### config.mk
export PLATFORM = sky130hd
export DESIGN_NAME = scroll_engine_flat
export DESIGN_NICKNAME = d
export VERILOG_FILES = /design/src/rtl/scroll_pkg.sv /design/src/rtl/scroll_engine_if.sv /design/src/rtl/scroll_tick_gen.sv /design/src/rtl/scroll_engine.sv /design/src/flat_wrapper.sv
export SDC_FILE = /design/constraint.sdc
export NUM_CORES = 1
export LEC_CHECK = 0
export BUFFER_PORTS_ARGS = -buffer_cell sky130_fd_sc_hd__buf_2
export CAP_MARGIN = 40
export CORE_UTILIZATION = 59
export DETAILED_ROUTE_END_ITERATION = 8
export GPL_TIMING_DRIVEN = 1
export PLACE_DENSITY = 0.8
export SYNTH_ARGS = -nofsm -noshare
export SYNTH_HDL_FRONTEND = slang
export SYNTH_SLANG_ARGS = --single-unit
### constraint.sdc
create_clock -name CLOCK_50 -period 4.9 [get_ports CLOCK_50]
set_input_delay 1.47 -clock CLOCK_50 [delete_from_list [all_inputs] [get_ports CLOCK_50]]
set_output_delay 1.47 -clock CLOCK_50 [all_outputs]
set_load 0.02 [all_outputs]
### src/rtl/scroll_pkg.sv
// Shared types and constants for the scroll engine: FSM states, speed codes
// and the wrapping offset step used between frames.
package scroll_pkg;

  typedef enum logic [1:0] {
    IDLE      = 2'd0,
    SWEEP     = 2'd1,
    FRAME_END = 2'd2
  } state_t;

  localparam logic [1:0] SPD_PAUSE = 2'b00;
  localparam logic [1:0] SPD_SLOW  = 2'b01;
  localparam logic [1:0] SPD_MED   = 2'b10;
  localparam logic [1:0] SPD_FAST  = 2'b11;

  // One scroll step in [0, modulus-1], wrapping at both ends.
  function automatic int step_offset(input int off, input logic down, input int modulus);
    if (down) begin
      return (off == 32'sd0) ? modulus - 32'sd1 : off - 32'sd1;
    end else begin
      return (off == modulus - 32'sd1) ? 32'sd0 : off + 32'sd1;
    end
  endfunction

endpackage

### src/rtl/scroll_engine_if.sv
// Control inputs (speed switches) and pixel-sweep outputs of the scroll engine.
interface scroll_engine_if #(
  parameter int XW = 8,
  parameter int YW = 7
);
  logic          enable;
  logic [1:0]    speed_sel;
  logic          dir;
  logic [XW-1:0] x;
  logic [YW-1:0] y;
  logic [YW-1:0] src_y;
  logic          plot;
  logic          frame_done;
  logic [YW-1:0] offset;

  modport master (
    input  enable, speed_sel, dir,
    output x, y, src_y, plot, frame_done, offset
  );

  modport slave (
    output enable, speed_sel, dir,
    input  x, y, src_y, plot, frame_done, offset
  );
endinterface

### src/rtl/scroll_tick_gen.sv
// Scroll-rate tick generator: one-cycle tick every DIV cycles of the selected
// speed; pause holds the counter at zero and any speed change restarts it.
module scroll_tick_gen
  import scroll_pkg::*;
#(
  parameter int DIV_SLOW = 25000000,
  parameter int DIV_MED  = 12500000,
  parameter int DIV_FAST = 6250000
) (
  input  logic       CLOCK_50,
  input  logic       resetn,
  input  logic [1:0] speed_sel,
  output logic       tick
);
  localparam int DMAX = (DIV_SLOW > DIV_MED) ?
                        ((DIV_SLOW > DIV_FAST) ? DIV_SLOW : DIV_FAST) :
                        ((DIV_MED > DIV_FAST) ? DIV_MED : DIV_FAST);
  localparam int CW = (DMAX > 1) ? $clog2(DMAX) : 1;

  logic [CW-1:0] cnt_r;
  logic [CW-1:0] term_s;
  logic [1:0]    sel_r;
  logic          changed_s;

  // Terminal count for the currently selected speed.
  always_comb begin
    term_s = '0;
    case (speed_sel)
      SPD_SLOW: term_s = CW'(DIV_SLOW - 1);
      SPD_MED:  term_s = CW'(DIV_MED - 1);
      SPD_FAST: term_s = CW'(DIV_FAST - 1);
      default:  term_s = '0;
    endcase
  end

  // A changed selection suppresses the tick in the very cycle it is seen.
  assign changed_s = (speed_sel != sel_r);
  assign tick      = !changed_s && (speed_sel != SPD_PAUSE) && (cnt_r == term_s);

  // Divider counter with clear on pause, speed change or terminal count.
  always_ff @(posedge CLOCK_50 or negedge resetn) begin
    if (!resetn) begin
      cnt_r <= '0;
      sel_r <= SPD_PAUSE;
    end else begin
      sel_r <= speed_sel;
      if (changed_s || (speed_sel == SPD_PAUSE) || (cnt_r == term_s)) begin
        cnt_r <= '0;
      end else begin
        cnt_r <= cnt_r + CW'(1);
      end
    end
  end
endmodule

### src/rtl/scroll_engine.sv
// Full-frame pixel sweep with a vertical scroll offset that only moves between
// frames; src_y addresses the background frame buffer row.
module scroll_engine
  import scroll_pkg::*;
#(
  parameter int XSCREEN  = 160,
  parameter int YSCREEN  = 120,
  parameter int XW       = 8,
  parameter int YW       = 7,
  parameter int DIV_SLOW = 25000000,
  parameter int DIV_MED  = 12500000,
  parameter int DIV_FAST = 6250000
) (
  input  logic             CLOCK_50,
  input  logic             resetn,
  scroll_engine_if.master  bus
);
  state_t        state_r;
  logic [XW-1:0] x_r;
  logic [YW-1:0] y_r;
  logic [YW-1:0] offset_r;
  logic [YW-1:0] next_offset_s;
  logic [YW-1:0] src_s;
  logic [YW:0]   sum_s;
  logic [YW:0]   wrap_s;
  logic          plot_r;
  logic          frame_done_r;
  logic          pending_r;
  logic          tick_s;

  scroll_tick_gen #(
    .DIV_SLOW (DIV_SLOW),
    .DIV_MED  (DIV_MED),
    .DIV_FAST (DIV_FAST)
  ) u_tick (
    .CLOCK_50  (CLOCK_50),
    .resetn    (resetn),
    .speed_sel (bus.speed_sel),
    .tick      (tick_s)
  );

  assign next_offset_s = YW'(step_offset(int'(offset_r), bus.dir, YSCREEN));

  // Source row = (y + offset) wrapped once into [0, YSCREEN-1].
  always_comb begin
    sum_s  = {1'b0, y_r} + {1'b0, offset_r};
    wrap_s = sum_s - (YW+1)'(YSCREEN);
    if (sum_s >= (YW+1)'(YSCREEN)) begin
      src_s = wrap_s[YW-1:0];
    end else begin
      src_s = sum_s[YW-1:0];
    end
  end

  // Sweep FSM: pixel counters, pending scroll request and frame-boundary offset update.
  always_ff @(posedge CLOCK_50 or negedge resetn) begin
    if (!resetn) begin
      state_r      <= IDLE;
      x_r          <= '0;
      y_r          <= '0;
      plot_r       <= 1'b0;
      frame_done_r <= 1'b0;
      pending_r    <= 1'b0;
      offset_r     <= '0;
    end else begin
      case (state_r)
        IDLE: begin
          x_r          <= '0;
          y_r          <= '0;
          frame_done_r <= 1'b0;
          pending_r    <= pending_r | tick_s;
          if (bus.enable) begin
            state_r <= SWEEP;
            plot_r  <= 1'b1;
          end else begin
            state_r <= IDLE;
            plot_r  <= 1'b0;
          end
        end
        SWEEP: begin
          pending_r    <= pending_r | tick_s;
          frame_done_r <= 1'b0;
          if (x_r == XW'(XSCREEN - 1)) begin
            x_r <= '0;
            if (y_r == YW'(YSCREEN - 1)) begin
              y_r          <= '0;
              state_r      <= FRAME_END;
              plot_r       <= 1'b0;
              frame_done_r <= 1'b1;
            end else begin
              y_r    <= y_r + YW'(1);
              plot_r <= 1'b1;
            end
          end else begin
            x_r    <= x_r + XW'(1);
            plot_r <= 1'b1;
          end
        end
        FRAME_END: begin
          x_r          <= '0;
          y_r          <= '0;
          frame_done_r <= 1'b0;
          pending_r    <= 1'b0;
          if (pending_r || tick_s) begin
            offset_r <= next_offset_s;
          end else begin
            offset_r <= offset_r;
          end
          if (bus.enable) begin
            state_r <= SWEEP;
            plot_r  <= 1'b1;
          end else begin
            state_r <= IDLE;
            plot_r  <= 1'b0;
          end
        end
        default: begin
          state_r      <= IDLE;
          x_r          <= '0;
          y_r          <= '0;
          plot_r       <= 1'b0;
          frame_done_r <= 1'b0;
        end
      endcase
    end
  end

  assign bus.x          = x_r;
  assign bus.y          = y_r;
  assign bus.src_y      = src_s;
  assign bus.plot       = plot_r;
  assign bus.frame_done = frame_done_r;
  assign bus.offset     = offset_r;
endmodule

### src/flat_wrapper.sv
// flat-port wrapper written by rule: the top's interface ports become plain ports
module scroll_engine_flat import scroll_pkg::*;
#(
  parameter int XSCREEN  = 160,
  parameter int YSCREEN  = 120,
  parameter int XW       = 8,
  parameter int YW       = 7,
  parameter int DIV_SLOW = 25000000,
  parameter int DIV_MED  = 12500000,
  parameter int DIV_FAST = 6250000
)
  (CLOCK_50, resetn, bus_enable, bus_speed_sel, bus_dir, bus_x, bus_y, bus_src_y, bus_plot, bus_frame_done, bus_offset);
  scroll_engine_if #(.XW(XW), .YW(YW)) bus_i ();
  input  logic CLOCK_50;
  input  logic resetn;
  input wire logic [$bits(bus_i.enable)-1:0] bus_enable;
  input wire logic [$bits(bus_i.speed_sel)-1:0] bus_speed_sel;
  input wire logic [$bits(bus_i.dir)-1:0] bus_dir;
  output wire logic [$bits(bus_i.x)-1:0] bus_x;
  output wire logic [$bits(bus_i.y)-1:0] bus_y;
  output wire logic [$bits(bus_i.src_y)-1:0] bus_src_y;
  output wire logic [$bits(bus_i.plot)-1:0] bus_plot;
  output wire logic [$bits(bus_i.frame_done)-1:0] bus_frame_done;
  output wire logic [$bits(bus_i.offset)-1:0] bus_offset;
  assign bus_i.enable = bus_enable;
  assign bus_i.speed_sel = bus_speed_sel;
  assign bus_i.dir = bus_dir;
  assign bus_x = bus_i.x;
  assign bus_y = bus_i.y;
  assign bus_src_y = bus_i.src_y;
  assign bus_plot = bus_i.plot;
  assign bus_frame_done = bus_i.frame_done;
  assign bus_offset = bus_i.offset;
  scroll_engine #(.XSCREEN(XSCREEN), .YSCREEN(YSCREEN), .XW(XW), .YW(YW), .DIV_SLOW(DIV_SLOW), .DIV_MED(DIV_MED), .DIV_FAST(DIV_FAST)) u_core (.CLOCK_50(CLOCK_50), .resetn(resetn), .bus(bus_i));
endmodule
## Word-level counts from Yosys, hierarchy flattened

Index checks and enable logic that the tools add are counted.

- Bits in latches: 0
- Memories: 0
- Bits of input ports: 6
- ROM bits: 0
- Output and inout port bits: 31
- Word-level logic and storage cells: 68
- Bits in writable memories: 0
- Bits in registers: 54

- Add/subtract/negate cells: 7
- $lt $le $gt $ge: 1
- Divide/modulo/power cells: 0
- Reductions and logical operators: 15
- Shift operators: 0
- Eq/ne operators: 12
- Mux-type cells: 23
- Bitwise operators: 1
- $mul: 0

Operators with widths:

| kind | count |
|---|---|
| $pmux 25 s3 | 1 |
| $mux 7 | 7 |
| $add 25x1->25 const B | 1 |
| $eq 25x25->1 | 1 |
| $mux 25 | 1 |
| $mux 8 | 2 |
| $add 7x1->7 const B | 2 |
| $add 7x7->8 | 1 |
| $add 8x1->8 const B | 1 |
| $eq 8x8->1 const B | 1 |
| $ge 8x7->1 const B | 1 |
| $eq 7x5->1 const B | 1 |
| $eq 7x7->1 const B | 1 |
| $logic_not 7->1 | 1 |
| $mux 1 | 7 |
| $sub 7x1->7 const B | 1 |
| $sub 7x7->7 const B | 1 |
| $eq 2x2->1 const B | 3 |
| $eq 2x1->1 const B | 2 |
| $logic_not 2->1 | 2 |
| $mux 2 | 2 |
| $ne 2x1->1 const B | 2 |
| $pmux 1 s2 | 2 |
| $pmux 2 s2 | 1 |
| other kinds (8) | 14 |

## Depth between registers and ports, before layout

- Depth in word-level cells: 6
- Mapped depth: 9
- Gate-level depth less buffers: 8

## By module

From an unflattened synthesis, not the netlist that was laid out.

- Cells, all modules: 358
- Area, all modules: 3,299.4 um2

By module, submodules not included:

| module | area an instance (um2) | times used | seq. area each (um2) | cells an instance |
|---|---|---|---|---|
| scroll_engine | 1,781.7 | 1 | 675.6 | 199 |
| scroll_tick_gen | 1,517.7 | 1 | 675.6 | 159 |

## Worst setup path before layout

No wires, ideal clock.

- Path kind: register to output
- From: reg u_core.offset_r[0] (netlist: u_core.bus.offset[0])
- To: out bus_src_y[6]
- Arrival time: 2.807 ns
- Buffers on the path: 0
- Required time: 3.430 ns
- Cell stages (with the launch flop): 9
- Slack: 0.623 ns
- Path through: dfrtp_1 ha_1 fa_1 a211oi_1 o21bai_1 a21oi_1 xor2_1 or4b_2 o21ai_0

- Word-level cells in the longest chain between the ends: 3
- Elaborated cells on any way between the ends: 4
- Those cells by class: add/sub: 2; order compare: 1; mux: 1

Ends and longest elaborated chain:

| what | line | RTL |
|---|---|---|
| start, declared | scroll_engine.sv:21 | `logic [YW-1:0] offset_r;` |
| start signal, assigned | scroll_engine.sv:105 | `offset_r <= next_offset_s;` |
| start signal, assigned | scroll_engine.sv:107 | `offset_r <= offset_r;` |
| $add 7x7->8 (*) | scroll_engine.sv:46 | `sum_s = {1'b0, y_r} + {1'b0, offset_r};` |
| $sub 7x7->7 / $ge 8x7->1 (equally long branches) | scroll_engine.sv:47, scroll_engine.sv:48 |  |
| $mux 7 (*) | scroll_engine.sv:48 | `if (sum_s >= (YW+1)'(YSCREEN)) begin` |
| end, declared | flat_wrapper.sv:21 | `output wire logic [$bits(bus_i.src_y)-1:0] bus_src_y;` |

Every way passes the cells marked *; elsewhere a longest branch is shown, timed or not.

## Worst setup path in the final report

Ends and elaborated chain as after synthesis.

==> metrics.md <==
| Metric | Value |
|---|---|
| Worst-Margin Slew | `0.791 ns` |
| Cell with the biggest individual delay on the critical path | `or4b_2` |
| Synth Area in Compound Gates | `12.6%` |
| Min-Delay Startpoint | `u_core.state_r[1]` |
| Multi-input logic area | `1860 um2` |
| Max-Cap Viols | `0` |
| Number of unique standard cell types used by synthesis | `51` |
| Detailed-route DRC error count | `0` |
| Post-synthesis sequential area ratio | `between 40% and 50%` |
| Core area | `5240 um2` |
| Largest voltage drop on the vdd net | `0.173 mV` |
| Vertical extent of the die | `76.8 um` |
| Area taken by flip-flops and latches | `between 1000 and 1500 um2` |
| Half-perimeter wire length after detailed placement | `5040 um` |
| Fraction of final layout cells sized beyond drive strength 1 | `a little over an eighth` |
| Critical path fanouts, max | `9` |
| Overall Global Routing Usage | `25.6%` |
| Max-slew violation count | `0` |
| Fraction of the mapped netlist area in adder cells | `just over 7%` |
| Critical path data required time | `3.43 ns` |
| R2R Path Start | `u_core.u_tick.cnt_r[7]` |
| H-tree level count | `2` |
| Number of buffers inserted by post-CTS setup repair | `0` |
| Cell area after layout | `3660 um2` |
| Most instantiated library cell after synthesis | `nor2_1` |
| Unrepaired setup endpoints after global routing | `no` |
| Vias in the first global route | `2,688` |
| Power density cells | `~220 nW/um2` |
| Max Clock Skew | `0.00678 ns` |
| Antenna violations before repair | `0` |
| Worst Hold Depth | `1` |
| Number of synthesized register bits | `54` |
| Final-report setup violation count | `0` |
| Category of the most critical setup path | `reg -> out` |
| Net Count, Synth | `~380` |
| F_max | `214 MHz` |
| Layout area overhead | `10.8%` |
| Final worst-path cycle share | `between 90% and 100%` |
| Prevailing post-synth register cell | `dfrtp_1` |
| Insertion delay of the later-clocked pin in the worst-skew pair | `approximately 0.30 ns` |
| Class of the tightest hold or removal check | `reg -> reg` |
| Top cells by area, synth | `dfrtp_1, xor2_1, ha_1, nor2_1, xnor2_1` |
| Combined area of all synthesized cells | `3300 um2` |
| Leakage | `1.72 nW` |
| Largest net degree at the start of global routing | `55` |
| Number of clock sinks | `between 50 and 60` |
| Worst path top cell family by delay | `compound AO/OA/AOI/OAI gates` |
| CP Capture Type | `output port` |
| Synth Area in XOR/XNOR | `11.4%` |
| Multiplexer share of the synthesized area | `0.303%` |
| Final count of hold timing violations | `0` |
| Total die area | `5900 um2` |
| Logic depth of the worst path, buffers included | `9` |
| Diodes inserted | `0` |
| Total wire length | `7070 um` |
| I/O pin count | `37` |
| Buffer depth of the longest clock path | `2` |
| Wire length of the first global-routing pass | `roughly 12,000 um` |
| Clock slew at reported path FFs | `0.10 ns` |
| Count of mapped cells out of synthesis | `between 300 and 400` |
| Fraction of registers with async set or reset after synthesis | `100%` |
| Final design utilization | `between 60 and 70%` |
| Register-to-Register Path Depth | `6` |
| Total Negative Setup Slacks | `0 ns` |
| Routability Congestion | `0.886` |
| Crit path cell chain | `ha_1 > fa_1 > a211oi_1 > o21bai_1 > a21oi_1 > xor2_1 > or4b_2 > o21ai_0 > buf_2` |
| Kind of launch point of the worst setup path | `flop` |
| Average cell area after synthesis | `just over 9 um2` |
| Hold-fix buffer count after cts | `0` |
| Number of violations reported at the end of detailed-routing iteration 0 | `183` |
| Run status | `finished, final reports clean` |
| Routed wirelength normalized by instance count | `15.3 um` |
| Count of vias placed by the detailed router | `2,777` |
| Post-route antenna net violation count | `0` |
| Total CTS buffers | `5` |
| Share of the synthesized area in the top cell type | `40.9%` |
| Length of the first detailed-routing pass in iterations | `4` |
| Count of fill cells added during filler insertion | `425` |
| Post-cts gate resize count | `0` |
| Final #Nets | `415` |
| Overflow left after global routing | `0` |
| Minimum setup slack among reg-to-reg paths | `2.36 ns` |
| Clock tree from TritonCTS | `done` |
| Number of buffer and inverter stages on the critical path | `1` |
| Combinational family with the most area after synthesis | `simple AND/OR/NAND/NOR gates` |
| Number of buffer cells added on primary ports | `36` |
| Simple-gate share of the synthesized area | `25.1%` |
| Placed instance area | `3540 um2` |
| Root Buffer | `clkbuf_8` |
| Crit path largest cell delay | `roughly 0.6 ns` |
| Most frequent cells after synthesis | `nor2_1, dfrtp_1, xor2_1` |
| Data arrival time of the critical path | `3.21 ns` |
| Minimum clock period | `4.68 ns` |
| Number of warnings reported in the yosys synthesis log | `0` |
| Launch point of the critical path | `u_core.bus.offset[0]` |
| EDFF count, synth | `0` |
| Post-synth top area cell | `dfrtp_1` |
| Vias per std cell | `6.01` |
| Width of the die | `76.8 um` |
| Placement row count | `26` |
| Headroom to the max-slew limit | `47.2%` |
| Initial standard-cell utilization of the core | `63.1%` |
worst paths after layout:
path,to
max,bus_src_y[6]
min,u_core.pending_r
max in group asynchronous,u_core.bus.y[0]
min in group asynchronous,u_core.u_tick.cnt_r[4]
max reg2reg,u_core.bus.offset[0]
min reg2reg,u_core.pending_r
registers in the layout (all words and copies together) (netlist names):
name                   count
u_core.u_tick.cnt_r       25
u_core.bus.x               8
u_core.bus.offset          7
u_core.bus.y               7
u_core.state_r             2
u_core.u_tick.sel_r        2
u_core.bus.frame_done      1
u_core.bus.plot            1
u_core.pending_r           1
power by group:
group / switching, mW / total [mW] / leakage [nW] / internal (mW)
registers: 0.00209 / 0.449 / 0.714 / 0.447
logic: 0.0297 / 0.0420 / 0.944 / 0.0123
clock network: 0.145 / 0.313 / 0.0618 / 0.168
stage by stage:
step	hold WS, ns	worst slack [ns]	std cells	total power [mW]
2_1_floorplan	0.433	0.623	358	0.482
3_3_place_gp	0.443	0.589	454	0.500
3_5_place_dp	0.450	0.583	454	0.501
4_1_cts	0.465	0.231	462	0.812
5_1_grt	0.485	0.0238	462	0.835
6_report	0.470	0.219	462	0.805
cells by family (layout without fill, tap and decap cells):
kind of cell,count (synthesis),in the layout
compound gates,58,58
flops,54,54
xor+xnor,43,43
fa+ha+maj,18,18
simple gates,161,161
buf+inv,23,57
mux,1,1
worst reg2reg max path, cell delays in order (launching register included):
cell and delay (ns):
dfrtp_1 0.43, or3_1 0.41, nor3_1 0.20, nor3b_1 0.38, a41oi_4 0.27, or2_0 0.43
o31ai_1 0.32
final cells by class:
cell class | instances | area share, %
multi-input combinational | 281 | 50.9
clock buffer | 6 | 2.26
timing repair buffer | 38 | 5.33
tap | 70 | 2.39
sequential | 54 | 36.9
inverter | 11 | 1.13
clock inverter | 2 | 1.06
routing by layer:
layer | share of wire (%) | track usage, % | routed length (um)
met1 | 46 | 33.9 | 3250
met4 | 1.6 | 8.46 | 115
met5 | 0 | 0 | 0
met3 | 4.6 | 3.57 | 328
met2 | 48 | 42.9 | 3380
placed cells by master, fill, tap and decap left out, drive strengths merged, types with 2 or more instances in the layout:
| cell | instances |
|---|---|
| buf | 38 |
| o311ai | 2 |
| a21o | 2 |
| a311oi | 3 |
| a31oi | 4 |
| and2 | 2 |
| xor2 | 31 |
| xnor2 | 12 |
| clkbuf | 6 |
| nand3b | 2 |
| dfrtp | 54 |
| or3 | 5 |
| or4b | 2 |
| and4 | 4 |
| ha | 17 |
| o31ai | 8 |
| nor3b | 2 |
| a22oi | 2 |
| nor2 | 56 |
| o22ai | 2 |
| nand4 | 10 |
| o21bai | 2 |
| nor3 | 9 |
| o211ai | 3 |
| nand3 | 18 |
| nand2 | 18 |
| nor4b | 3 |
| o21ai | 8 |
| nor2b | 2 |
| or3b | 2 |
| nand2b | 4 |
| a21oi | 12 |
| and3 | 16 |
| nor4 | 3 |
| inv | 12 |
| o31a | 2 |
| a211oi | 2 |
Note: power is estimated with default switching activity, not from simulation.
